[config.mk]
export PLATFORM = sky130hd
export DESIGN_NAME = vk_clock_sync_filt
export DESIGN_NICKNAME = d
export VERILOG_FILES = /design/src/rtl/vk_sync_pkg.sv /design/src/rtl/vk_sync_filter_ch.sv /design/src/rtl/vk_clock_sync_filt.sv
export SDC_FILE = /design/constraint.sdc
export NUM_CORES = 1
export LEC_CHECK = 0
export BUFFER_PORTS_ARGS = -buffer_cell sky130_fd_sc_hd__buf_2
export CAP_MARGIN = 20
export CORE_MARGIN = 2
export CORE_UTILIZATION = 54
export CTS_BUF_LIST = sky130_fd_sc_hd__clkbuf_16
export CTS_CLUSTER_DIAMETER = 100
export DETAILED_ROUTE_END_ITERATION = 10
export GPL_ROUTABILITY_DRIVEN = 0
export MAX_ROUTING_LAYER = met4
export PLACE_DENSITY = 0.78
export SYNTH_ARGS = -nofsm -noshare
export SYNTH_HDL_FRONTEND = slang
export SYNTH_SLANG_ARGS = --single-unit
[constraint.sdc]
create_clock -name dst_clk -period 1.3 [get_ports dst_clk]
set_clock_uncertainty 0.1 [all_clocks]
set_input_delay 0.13 -clock dst_clk [delete_from_list [all_inputs] [get_ports dst_clk]]
set_output_delay 0.13 -clock dst_clk [all_outputs]
set_load 0.005 [all_outputs]
[src/rtl/vk_sync_pkg.sv]
// Shared types and helpers for the multi-channel synchroniser/debounce block.
package vk_sync_pkg;

   localparam int GLITCH_CNT_W = 8;

   function automatic int cnt_width(input int len);
      return (len < 1) ? 1 : $clog2(len + 1);
   endfunction

   typedef struct packed {
      logic level;
      logic rise;
      logic fall;
   } ch_status_t;

endpackage

[src/rtl/vk_sync_filter_ch.sv]
// One channel: metastability chain, stability filter, registered edge pulses.
// Optional reject counter when VK_SYNC_GLITCH_CNT_EN is defined.
module vk_sync_filter_ch
   import vk_sync_pkg::*;
#(
   parameter int   DEPTH      = 2,
   parameter int   FILTER_LEN = 4,
   parameter logic INIT_VAL   = 1'b0
) (
   input  logic                    dst_clk,
   input  logic                    rstn,
   input  logic                    din,
`ifdef VK_SYNC_GLITCH_CNT_EN
   input  logic                    glitch_clr,
   output logic [GLITCH_CNT_W-1:0] glitch_cnt,
`endif
   output ch_status_t              status
);

   localparam int             CW       = cnt_width(FILTER_LEN);
   localparam logic [CW-1:0]  CNT_LAST = CW'(FILTER_LEN - 1);

   (* ASYNC_REG = "TRUE", shreg_extract = "NO" *) logic [DEPTH-1:0] chain;

   logic          s;
   logic          level;
   logic          rise;
   logic          fall;
   logic [CW-1:0] cnt;

   assign s = chain[DEPTH-1];

   // A reversal while counting restarts the count from zero.
   always_ff @(posedge dst_clk) begin
      if (!rstn) begin
         chain <= {DEPTH{INIT_VAL}};
         level <= INIT_VAL;
         cnt   <= '0;
         rise  <= 1'b0;
         fall  <= 1'b0;
      end else begin
         chain <= {chain[DEPTH-2:0], din};
         rise  <= 1'b0;
         fall  <= 1'b0;
         if (s == level) begin
            cnt <= '0;
         end else if (cnt == CNT_LAST) begin
            level <= s;
            cnt   <= '0;
            rise  <= s;
            fall  <= ~s;
         end else begin
            cnt <= cnt + 1'b1;
         end
      end
   end

`ifdef VK_SYNC_GLITCH_CNT_EN
   logic reject;

   assign reject = (s == level) && (cnt != '0);

   always_ff @(posedge dst_clk) begin
      if (!rstn) begin
         glitch_cnt <= '0;
      end else if (glitch_clr) begin
         glitch_cnt <= '0;
      end else if (reject && (glitch_cnt != '1)) begin
         glitch_cnt <= glitch_cnt + 1'b1;
      end
   end
`endif

   assign status.level = level;
   assign status.rise  = rise;
   assign status.fall  = fall;

endmodule

[src/rtl/vk_clock_sync_filt.sv]
// Multi-channel synchroniser with debounce filter and rise/fall pulses.
// Define VK_SYNC_GLITCH_CNT_EN to add per-channel glitch reject counters.
module vk_clock_sync_filt
   import vk_sync_pkg::*;
#(
   parameter int                  CHANNELS   = 4,
   parameter int                  DEPTH      = 2,
   parameter int                  FILTER_LEN = 4,
   parameter logic [CHANNELS-1:0] INIT_VAL   = '0
) (
   input  logic                             dst_clk,
   input  logic                             rstn,
   input  logic [CHANNELS-1:0]              din,
`ifdef VK_SYNC_GLITCH_CNT_EN
   input  logic                             glitch_clr,
   output logic [CHANNELS*GLITCH_CNT_W-1:0] glitch_cnt,
`endif
   output logic [CHANNELS-1:0]              dout,
   output logic [CHANNELS-1:0]              rise,
   output logic [CHANNELS-1:0]              fall
);

   ch_status_t status [CHANNELS];

   for (genvar i = 0; i < CHANNELS; i++) begin : g_ch
      vk_sync_filter_ch #(
         .DEPTH      (DEPTH),
         .FILTER_LEN (FILTER_LEN),
         .INIT_VAL   (INIT_VAL[i])
      ) u_ch (
         .dst_clk    (dst_clk),
         .rstn       (rstn),
         .din        (din[i]),
`ifdef VK_SYNC_GLITCH_CNT_EN
         .glitch_clr (glitch_clr),
         .glitch_cnt (glitch_cnt[i*GLITCH_CNT_W +: GLITCH_CNT_W]),
`endif
         .status     (status[i])
      );

      assign dout[i] = status[i].level;
      assign rise[i] = status[i].rise;
      assign fall[i] = status[i].fall;
   end

endmodule

; ---- Word-level counts from Yosys, hierarchy flattened
; Index checks and enable logic that the tools add are counted.
[totals]
reg_bits = 32
latchBits = 0
ram_bits = 0
rom_bits = 0
inputBits = 6
output_inout_bits = 12
word_cells = 57
n_memories = 0
[op_classes]
add_sub_neg = 4
n_mul = 0
n_div = 0
order_cmp = 0
n_eq_ne = 8
shift = 0
mux = 0
bitwise_logic = 13
n_reduce_logical = 12
[ops]
columns = op, count
row1 = 3-bit OR reduction, 8
row2 = 1-bit NOT, 13
row3 = "3-bit by 1-bit adder with 3-bit output, second input constant", 4
row4 = "3-bit by 2-bit equality test with 1-bit output, second input constant", 4
row5 = 2-bit AND reduction, 4
row6 = 1-bit equality test, 4

; ---- Longest topological paths before layout
; Gate-level depths: netlist of the first run.
[logic_depth]
depth_word = 3
depth_mapped = 4
depth_no_buf = 4

; ---- Cells and area by module
; From an unflattened synthesis of the first run, not the netlist that was laid out.
[hier_totals]
hier_cells = 100
hier_area_um2 = 1191.1
[by_module_without_submodules]
columns = module, n_inst, cells_per_inst, area_per_inst_um2, seq_area_each_um2
row1 = vk_sync_filter_ch, 4, 25, 297.8, 160.2

; ---- Worst setup path after synthesis of the first run
; OpenSTA, ideal clock, no wires.
[synth_path]
path_type = reg-to-reg
from = register g_ch[2].u_ch.cnt[0]
to = register g_ch[2].u_ch.cnt[2]
setup_ps = 96
arrival_ps = 982
t_required_ps = 1104
setup_slack_ps = 122
stages_incl_launch_ff = 4
path_buffers = 0
period_less_slack_ps = 1178
cell_sequence = dfxtp_1 -> ha_1 -> ha_1 -> nor4b_1
[synth_via]
elab_chain_cells = 2
[synth_lines]
columns = item, line_no
row1 = from (decl), vk_sync_filter_ch.sv:29  ; logic [CW-1:0] cnt;
row2 = from (signal assigned), vk_sync_filter_ch.sv:53  ; cnt <= cnt + 1'b1;
row3 = "parallel branches: the longest is 2 deep, another holds 3-bit by 1-bit adder with 3-bit output", n/a
; Several ways; the timed one is not identified.
; A chain may end at the register's enable or synchronous reset.

; ---- Final worst setup path of the first run
[layout_path]
from = register g_ch[3].u_ch.cnt[0]
to = register g_ch[3].u_ch.cnt[2]
[layout_via]
elab_chain_cells = 2
[layout_lines]
columns = item, line_no
row1 = from (decl), vk_sync_filter_ch.sv:29
row2 = from (signal assigned), vk_sync_filter_ch.sv:53
row3 = "parallel branches: the longest is 2 deep, another holds 3-bit by 1-bit adder with 3-bit output", n/a
; Several ways; the timed one is not identified.

==> flow_summary.toml, run 1 <==
[outcome]
status = "completed"

[global_routing]
track_usage_pct = 14.2
antenna_found_initial = 0
grt.overflow.total = 0
grt_pass1_wl_um = 2640
grt_max_degree = 29
first_global_vias = 691

[die]
die_y_um = 51.8
die_w_um = 51.8
boundaryPins = 18
core_mm2 = 0.00219
start_util_pct = 56.4
rows = 17
die_area_mm2 = 0.00269

[power_and_ir_drop]
powerDensity_mw_per_mm2 = 1430
ir_worst_vdd_mv = 1.62
p_total_mw = 2.09
p_leak_nw = 0.572

[clock_network]
cts_setup_buffers = 0
clock_sinks = 32
cts_tree = "yes"
max-clock-path-buffers = 2
cts_root_buffer = "clkbuf_16"
cts-buffers-inserted = 5
insertion_delay_ps = 260
path_clk_slew_ps = 50
h-tree-depth = 2

[timing]
setup_tns_ps = 0
whs_ps = 224
maxSlewViolCount = 0
hold_viol = 0
rsz0062_at_grt = "yes"
period_share_pct = 96.6
max_freq_mhz = 796
finalSetupViolCount = 0
tightest_slew_ps = 380
maxSlewHeadroom_pct = 74.6
period_minus_slack_ps = 1260

[routing]
via_per_inst = 4.80
vias = 696
drc = 0
firstDrtPassIters = 3
wl_um = 1560
postRouteAntennaNets = 0
drt_first_iter_violations = 7
wl_per_cell_um = 10.8

[flow_run]
cap_viol_max_count = 0

[hold_path]
holdPathEnd = "g_ch[1].u_ch.level"
hold_path_class = "in -> reg"
min_path_cells = 2
hp-start = "rstn"

[synthesis]
ys.warnings.count = 0
seq_area_frac_synth_pct = 51.8
synth_top_cell_area_share_pct = 51.8
synth_area_leaders = "dfxtp_1 52%, ha_1 8.1%, buf_4 7.3%"
yosysTopAreaCell = "dfxtp_1"
syn_area_per_cell_um2 = 12.1
syn_area_mm2 = 0.00124
ys_ff_latch = 32
synthesis.nets = 116
synthCells = 102
synth_cell_type_count = 15

[cells_and_area]
nets = 130
layout.cells.most_common_list = "32 x dfxtp_1, 17 x buf_2, 8 x and2_1, 6 x inv_1, 6 x nor3b_2"
area_growth_pct = 18.1
drive_gt1_share_pct = 33.3
n_antenna_cell = 0
final_common_cell = "dfxtp_1"

[critical_path]
r2r_start = "g_ch[3].u_ch.cnt[0]"
cp.required_ps = 1370
critPathArrivalTime_ps = 1330
crit_type = "reg -> reg"
r2r_end = "g_ch[3].u_ch.cnt[2]"
crit_path_start_kind = "register"
r2r_setup_slack_ps = 40
end_kind = "register"
ff2ff_path_depth = 3
worstPathMaxFanout = 2

[placed_design]
port_buffers = 17
place_hpwl_um = 1050
-- cells by family after synthesis --
kind of cell               share of synthesized area, %
buffers and inverters                              9.72
adders and majority gates                          8.10
muxes                                              3.24
xor gates and xnor gates                           2.83
DFF                                                51.8
and+or+nand+nor                                    24.3
-- registers in the layout, indices dropped and copies added (netlist names) --
signal,cells
g_ch.u_ch.level,4
g_ch.u_ch.rise,4
g_ch.u_ch.fall,4
g_ch.u_ch.chain,8
g_ch.u_ch.cnt,12
-- cells in the mapped netlist --
cell and count:
and2_1 8, ha_1 8, nor3b_1 2, buf_6 1, nor4b_1 8, xnor2_1 4
nor3b_2 6, dfxtp_1 32, and4bb_2 4, clkbuf_1 1, inv_1 4, buf_4 12
nor2b_1 4, nand2_1 4, mux2i_1 4
-- worst max-delay path, cell delays in order, from the launching register on --
cell and delay [ps]:
dfxtp_1 310, ha_1 200, ha_2 260, nor4b_2 290
-- metrics by stage --
step / instances / area, um2 / util (%) / setup WS (ps)
floorplan: 102 / 1240 / - / 122
global placement: 133 / 1250 / 57.1 / 97.2
detailed placement: 133 / 1250 / 57.1 / -15.2
CTS: 145 / 1430 / 65.4 / 15.5
global route: 145 / 1460 / 66.6 / -21.4
finish: 145 / 1460 / 66.6 / 43.9
-- how the worst max path moves through the flow --
stage	start	endpoint	slack (ps)	depth (start not counted)
floorplan	g_ch[2].u_ch.cnt[0]	g_ch[2].u_ch.cnt[2]	120	3
global placement	g_ch[2].u_ch.cnt[0]	g_ch[2].u_ch.cnt[2]	100	3
detailed placement	g_ch[1].u_ch.cnt[0]	g_ch[1].u_ch.cnt[0]	-20	3
CTS	g_ch[3].u_ch.cnt[0]	g_ch[3].u_ch.cnt[2]	20	3
global route	g_ch[3].u_ch.cnt[0]	g_ch[3].u_ch.cnt[2]	-20	3
finish	g_ch[3].u_ch.cnt[0]	g_ch[3].u_ch.cnt[2]	40	3
-- timing repair --
item / CTS / global route
resized for setup: 1 / 6
hold buffers: 4 / 0
endpoints found under the setup margin: 1 / 10
endpoints found under the hold margin: 4 / 0
pin swaps: 0 / 0
-- where the power goes --
part	total (mW)	internal [mW]	switching, mW	leakage, nW
Clock	1.03	0.684	0.349	0.0738
Combinational	0.0527	0.0324	0.0203	0.239
Sequential	1.01	0.999	0.00904	0.260
Total	2.09	1.72	0.378	0.572
-- routing by layer --
| layer | global-route usage [%] | part of all wire (%) | vias to the layer above |
|---|---|---|---|
| li1 | - | - | 365 |
| met1 | 13.4 | 42 | 317 |
| met2 | 24.1 | 52 | 12 |
| met3 | 6.03 | 4.4 | 2 |
| met4 | 7.89 | 1.2 | 0 |
| met5 | - | 0 | - |
-- layout make-up --
cell class	instances	area [um2]
fill	164	731
sequential	32	641
multi-input combinational	52	508
clock buffer	5	125
timing repair buffer	21	125
tap	28	35.0
inverter	4	15.0
clock inverter	3	11.3
Note: power is estimated with default switching activity, not from simulation.
==> run 2, diff against run 1 <==
--- a/config.mk
+++ b/config.mk
@@ -15,6 +15,7 @@
 export GPL_ROUTABILITY_DRIVEN = 0
 export MAX_ROUTING_LAYER = met4
 export PLACE_DENSITY = 0.78
+export RECOVER_POWER = 50
 export SYNTH_ARGS = -nofsm -noshare
 export SYNTH_HDL_FRONTEND = slang
 export SYNTH_SLANG_ARGS = --single-unit
==> flow_summary.toml, run 2 (synthesis gave the netlist of run 1 again) <==
[routing]
vias = 694
drt_first_iter_violations = 8
drc = 0
via_per_inst = 4.79
firstDrtPassIters = 3
wl_per_cell_um = 10.7
wl_um = 1560
postRouteAntennaNets = 0

[timing]
maxSlewViolCount = 0
period_minus_slack_ps = 1260
finalSetupViolCount = 0
layout_setup_ws_ps = 44.0
max_freq_mhz = 796
maxSlewHeadroom_pct = 74.6
period_share_pct = 96.6
whs_ps = 224
rsz0062_at_grt = "yes"
tightest_slew_ps = 381
hold_viol = 0

[clock_network]
cts_tree = "yes"
path_clk_slew_ps = 50
h-tree-depth = 2
max-clock-path-buffers = 2
cts-buffers-inserted = 5
cts_setup_buffers = 0
clock_sinks = 32
insertion_delay_ps = 260
cts_root_buffer = "clkbuf_16"

[critical_path]
cp.required_ps = 1370
critPathArrivalTime_ps = 1330
end_kind = "register"
worstPathMaxFanout = 2
crit_type = "reg -> reg"
crit_path_start_kind = "register"

[flow_run]
cap_viol_max_count = 0

[cells_and_area]
n_antenna_cell = 0
num-fill-cells = 166
regArea_um2 = 641
regMostFlops = "g_ch.u_ch.cnt"
area_growth_pct = 17.9
drive_gt1_share_pct = 31.6
multi_input_comb_area_um2 = 508
largest_reg_flops = 12
final_common_cell = "dfxtp_1"
layout.cells.most_common_list = "32 x dfxtp_1, 15 x buf_2, 6 x inv_1, 6 x nor3b_2"
nets = 130
largestRegisters = "g_ch.u_ch.cnt (12), g_ch.u_ch.chain (8)"

[power_and_ir_drop]
internal_power_mw = 1.71
powerDensity_mw_per_mm2 = 1440
p_seq_share_pct = 48.2
switchingPower_mw = 0.378
clockPowerShare_pct = 49.3
ir_worst_vdd_mv = 1.62
combPwrFrac_pct = 2.5
p_leak_nw = 0.559
switching_share_pct = 18.1

[die]
start_util_pct = 56.4
die_area_mm2 = 0.00269
boundaryPins = 18
die_w_um = 51.8
die_y_um = 51.8
core_mm2 = 0.00219
rows = 17

[global_routing]
track_usage_pct = 14.2
antenna_found_initial = 0
grt.overflow.total = 0
grt_pass1_wl_um = 2640
first_global_vias = 691
grt_max_degree = 29

[placed_design]
preCtsSetupSlack_ps = -15.2
place_hpwl_um = 1050
port_buffers = 17

[hold_path]
hold_path_class = "in -> reg"

[outcome]
status = "completed"
## run 2: worst paths after layout
| kind | from | to | cells after the start | slack (ps) |
|---|---|---|---|---|
| worst max-delay path | g_ch[3].u_ch.cnt[0] | g_ch[3].u_ch.cnt[2] | 3 | 40 |
| worst min-delay path | rstn | g_ch[1].u_ch.level | 2 | 220 |
| worst max register to register | g_ch[3].u_ch.cnt[0] | g_ch[3].u_ch.cnt[2] | 3 | 40 |
| worst min register to register | g_ch[2].u_ch.chain[0] | g_ch[2].u_ch.chain[1] | 1 | 330 |
## run 2: repair_timing
action                                  4_1_cts  5_1_grt
gates resized for setup                       1        6
hold buffers                                  4        0
endpoints found under the hold margin         4        0
endpoints found under the setup margin        1       10
## run 2: critical path: stages (launching register included)
cell	delay (ps)
dfxtp_1	310
ha_1	200
ha_2	260
nor4b_2	290
## run 2: power by group through the flow
stage | Clock (mW) | Combinational [mW] | Sequential [mW]
floorplan | 0 | 0.0311 | 1.02
global placement | 0 | 0.0402 | 1.03
detailed placement | 0 | 0.0420 | 1.03
CTS | 1.06 | 0.0521 | 1.01
global route | 1.11 | 0.0583 | 1.01
finish | 1.03 | 0.0522 | 1.01
## run 2: per-layer routing
| metal | vias up | share of wire [%] | track usage (%) |
|---|---|---|---|
| li1 | 364 | - | - |
| met1 | 316 | 42 | 13.4 |
| met2 | 12 | 52 | 24.1 |
| met3 | 2 | 4.5 | 6.03 |
| met4 | 0 | 1.2 | 7.89 |
| met5 | - | 0 | - |
## run 2: per-stage QoR
step | total power [mW] | instances | instance area, um2 | utilization [%] | setup TNS [ps]
after global placement | 1.07 | 133 | 1250 | 57.1 | 0
after detailed placement | 1.07 | 133 | 1250 | 57.1 | -15.2
after floorplan | 1.06 | 102 | 1240 | - | 0
after global routing | 2.18 | 145 | 1460 | 66.5 | -23.2
final | 2.09 | 145 | 1460 | 66.5 | 0
after CTS | 2.12 | 145 | 1430 | 65.4 | 0
## run 2: final cells by class
cell class              instances  share of cell area (%)
clock buffers                   5                    8.58
clock inverters                 3                   0.773
inverters                       4                    1.03
multi-input cells              52                    34.8
flip-flops and latches         32                    43.9
well taps                      28                    2.40
repair buffers                 21                    8.41
==> run 3, diff against run 2 <==
--- a/config.mk
+++ b/config.mk
@@ -5,6 +5,7 @@
 export SDC_FILE = /design/constraint.sdc
 export NUM_CORES = 1
 export LEC_CHECK = 0
+export ABC_AREA = 1
 export BUFFER_PORTS_ARGS = -buffer_cell sky130_fd_sc_hd__buf_2
 export CAP_MARGIN = 20
 export CORE_MARGIN = 2
@@ -18,4 +19,5 @@
 export RECOVER_POWER = 50
 export SYNTH_ARGS = -nofsm -noshare
 export SYNTH_HDL_FRONTEND = slang
+export SYNTH_HIERARCHICAL = 1
 export SYNTH_SLANG_ARGS = --single-unit
==> flow_summary.toml, run 3 <==
[outcome]
status = "completed"

[critical_path]
worstPathMaxFanout = 3
end_kind = "register"
crit_type = "reg -> reg"
worst_path_max_delay_cell = "dfxtp_1"
critPathArrivalTime_ps = 1310
cp.required_ps = 1410
crit_path_start_kind = "register"
cpPeakStageDelay_ps = 310
crit_top_cell = "ha_1"
path_cells = "ha_1, ha_1, inv_1, nand4_2, nor2_1"

[clock_network]
h-tree-depth = 2
path_clk_slew_ps = 50
cts_setup_buffers = 0
max-clock-path-buffers = 2
cts_root_buffer = "clkbuf_16"
cts_tree = "yes"
cts-buffers-inserted = 5
insertion_delay_ps = 270
clock_sinks = 32

[synthesis]
synthCells = 136
ys.warnings.count = 6
synth_top_cell_area_share_pct = 52.7
ys.flop_type = "dfxtp_1"
synthesis.nets = 150
synth_commonest_cells = "32 x dfxtp_1, 24 x inv_1, 24 x nand2_1"
syn_area_mm2 = 0.00122
synth_edf_count = 0
async_reset_ff_share_pct = 0
seq_area_frac_synth_pct = 52.7
syn_area_per_cell_um2 = 8.94
yosysTopAreaCell = "dfxtp_1"
ys_ff_latch = 32
synth_area_leaders = "dfxtp_1 53%, ha_1 8.2%, buf_4 7.4%"
synth_cell_type_count = 11
yosysMostFrequentCell = "dfxtp_1"

[routing]
via_per_inst = 4.41
postRouteAntennaNets = 0
wl_per_cell_um = 9.07
drc = 0
drt_first_iter_violations = 6
wl_um = 1640
firstDrtPassIters = 4
vias = 798

[timing]
max_freq_mhz = 828
finalSetupViolCount = 0
setup_tns_ps = 0
period_minus_slack_ps = 1210
period_share_pct = 92.9
hold_viol = 0
tightest_slew_ps = 396
maxSlewViolCount = 0
maxSlewHeadroom_pct = 73.6
whs_ps = 167

[power_and_ir_drop]
ir_worst_vdd_mv = 1.06
powerDensity_mw_per_mm2 = 1470
p_leak_nw = 0.665

[die]
boundaryPins = 18
die_w_um = 51.5
start_util_pct = 56.1
die_y_um = 51.5
core_mm2 = 0.00217
die_area_mm2 = 0.00265
rows = 17

[hold_path]
hold_path_class = "in -> reg"

[global_routing]
grt_pass1_wl_um = 2600
grt_max_degree = 21
first_global_vias = 691
antenna_found_initial = 0
track_usage_pct = 15.2
grt.overflow.total = 0

[cells_and_area]
n_antenna_cell = 0
drive_gt1_share_pct = 24.2
largestRegisters = "g_ch.u_ch/cnt (12), g_ch.u_ch/chain (8)"
nets = 166
regMostFlops = "g_ch.u_ch/cnt"
largest_reg_flops = 12
final_common_cell = "dfxtp_1"
area_growth_pct = 18.1
layout.cells.most_common_list = "32 x dfxtp_1, 25 x inv_1, 24 x nand2_1, 17 x buf_2, 10 x nor2_1"

[placed_design]
port_buffers = 17
place_hpwl_um = 1130

[flow_run]
cap_viol_max_count = 0
==> run 3: critical path, delay by kind of cell, from the launching register on <==
family / cells / cell delay (ps)
adders and majority gates: 2 / 410
buffers and inverters: 1 / 90
DFF: 1 / 310
and+or+nand+nor: 2 / 240
==> run 3: power breakdown <==
group	switching, mW	internal (mW)
clock network	0.368	0.685
registers	0.00934	0.999
logic	0.0285	0.0260
total	0.406	1.71
==> run 3: path summary, 6_finish.rpt <==
path                                       startpoint                     to  slack (ps)  cells past startpoint
worst max-delay path              g_ch[0].u_ch/cnt[0]    g_ch[0].u_ch/cnt[0]          90                      5
worst min-delay path                             rstn  g_ch[0].u_ch/chain[1]         170                      3
worst max register to register    g_ch[0].u_ch/cnt[0]    g_ch[0].u_ch/cnt[0]          90                      5
worst min register to register  g_ch[1].u_ch/chain[0]  g_ch[1].u_ch/chain[1]         310                      2
==> run 3: layout make-up <==
type                       instances  area [um2]
clock buffer                       5         125
clock inverter                     3        11.3
fill                             177         733
inverter                          28         105
multi-input combinational         64         394
sequential                        32         641
tap                               28        35.0
timing repair buffer              21         125
==> run 3: layer usage <==
metal / track usage, % / wire length, um / vias up
met4: 14.5 / 31 / 0
met3: 7.02 / 60 / 4
met5: - / 0 / -
met1: 13.1 / 698 / 348
li1: - / - / 431
met2: 23.9 / 850 / 15
==> run 3: repair_timing <==
action | 4_1_cts | 5_1_grt
hold buffers | 4 | 0
hold endpoints to repair | 4 | 0
resized for setup | 0 | 4
setup endpoints to repair | 0 | 2
==> run 3: metrics by stage <==
stage          area [um2]  worst slack (ps)  power (mW)  std cells  utilization [%]
6_report             1440              92.3        2.12        181             66.2
5_1_grt              1440             -1.92        2.20        181             66.2
4_1_cts              1420              73.3        2.15        181             65.6
3_5_place_dp         1250              88.9        1.07        169             57.4
3_3_place_gp         1250               138        1.07        169             57.4
2_1_floorplan        1220               199        1.05        136                -
==> run 3: cell families after synthesis <==
group / synth area share [%]
simple gates: 20.6
compound gates: 2.47
flops: 52.7
fa+ha+maj: 8.23
buf+inv: 16.0
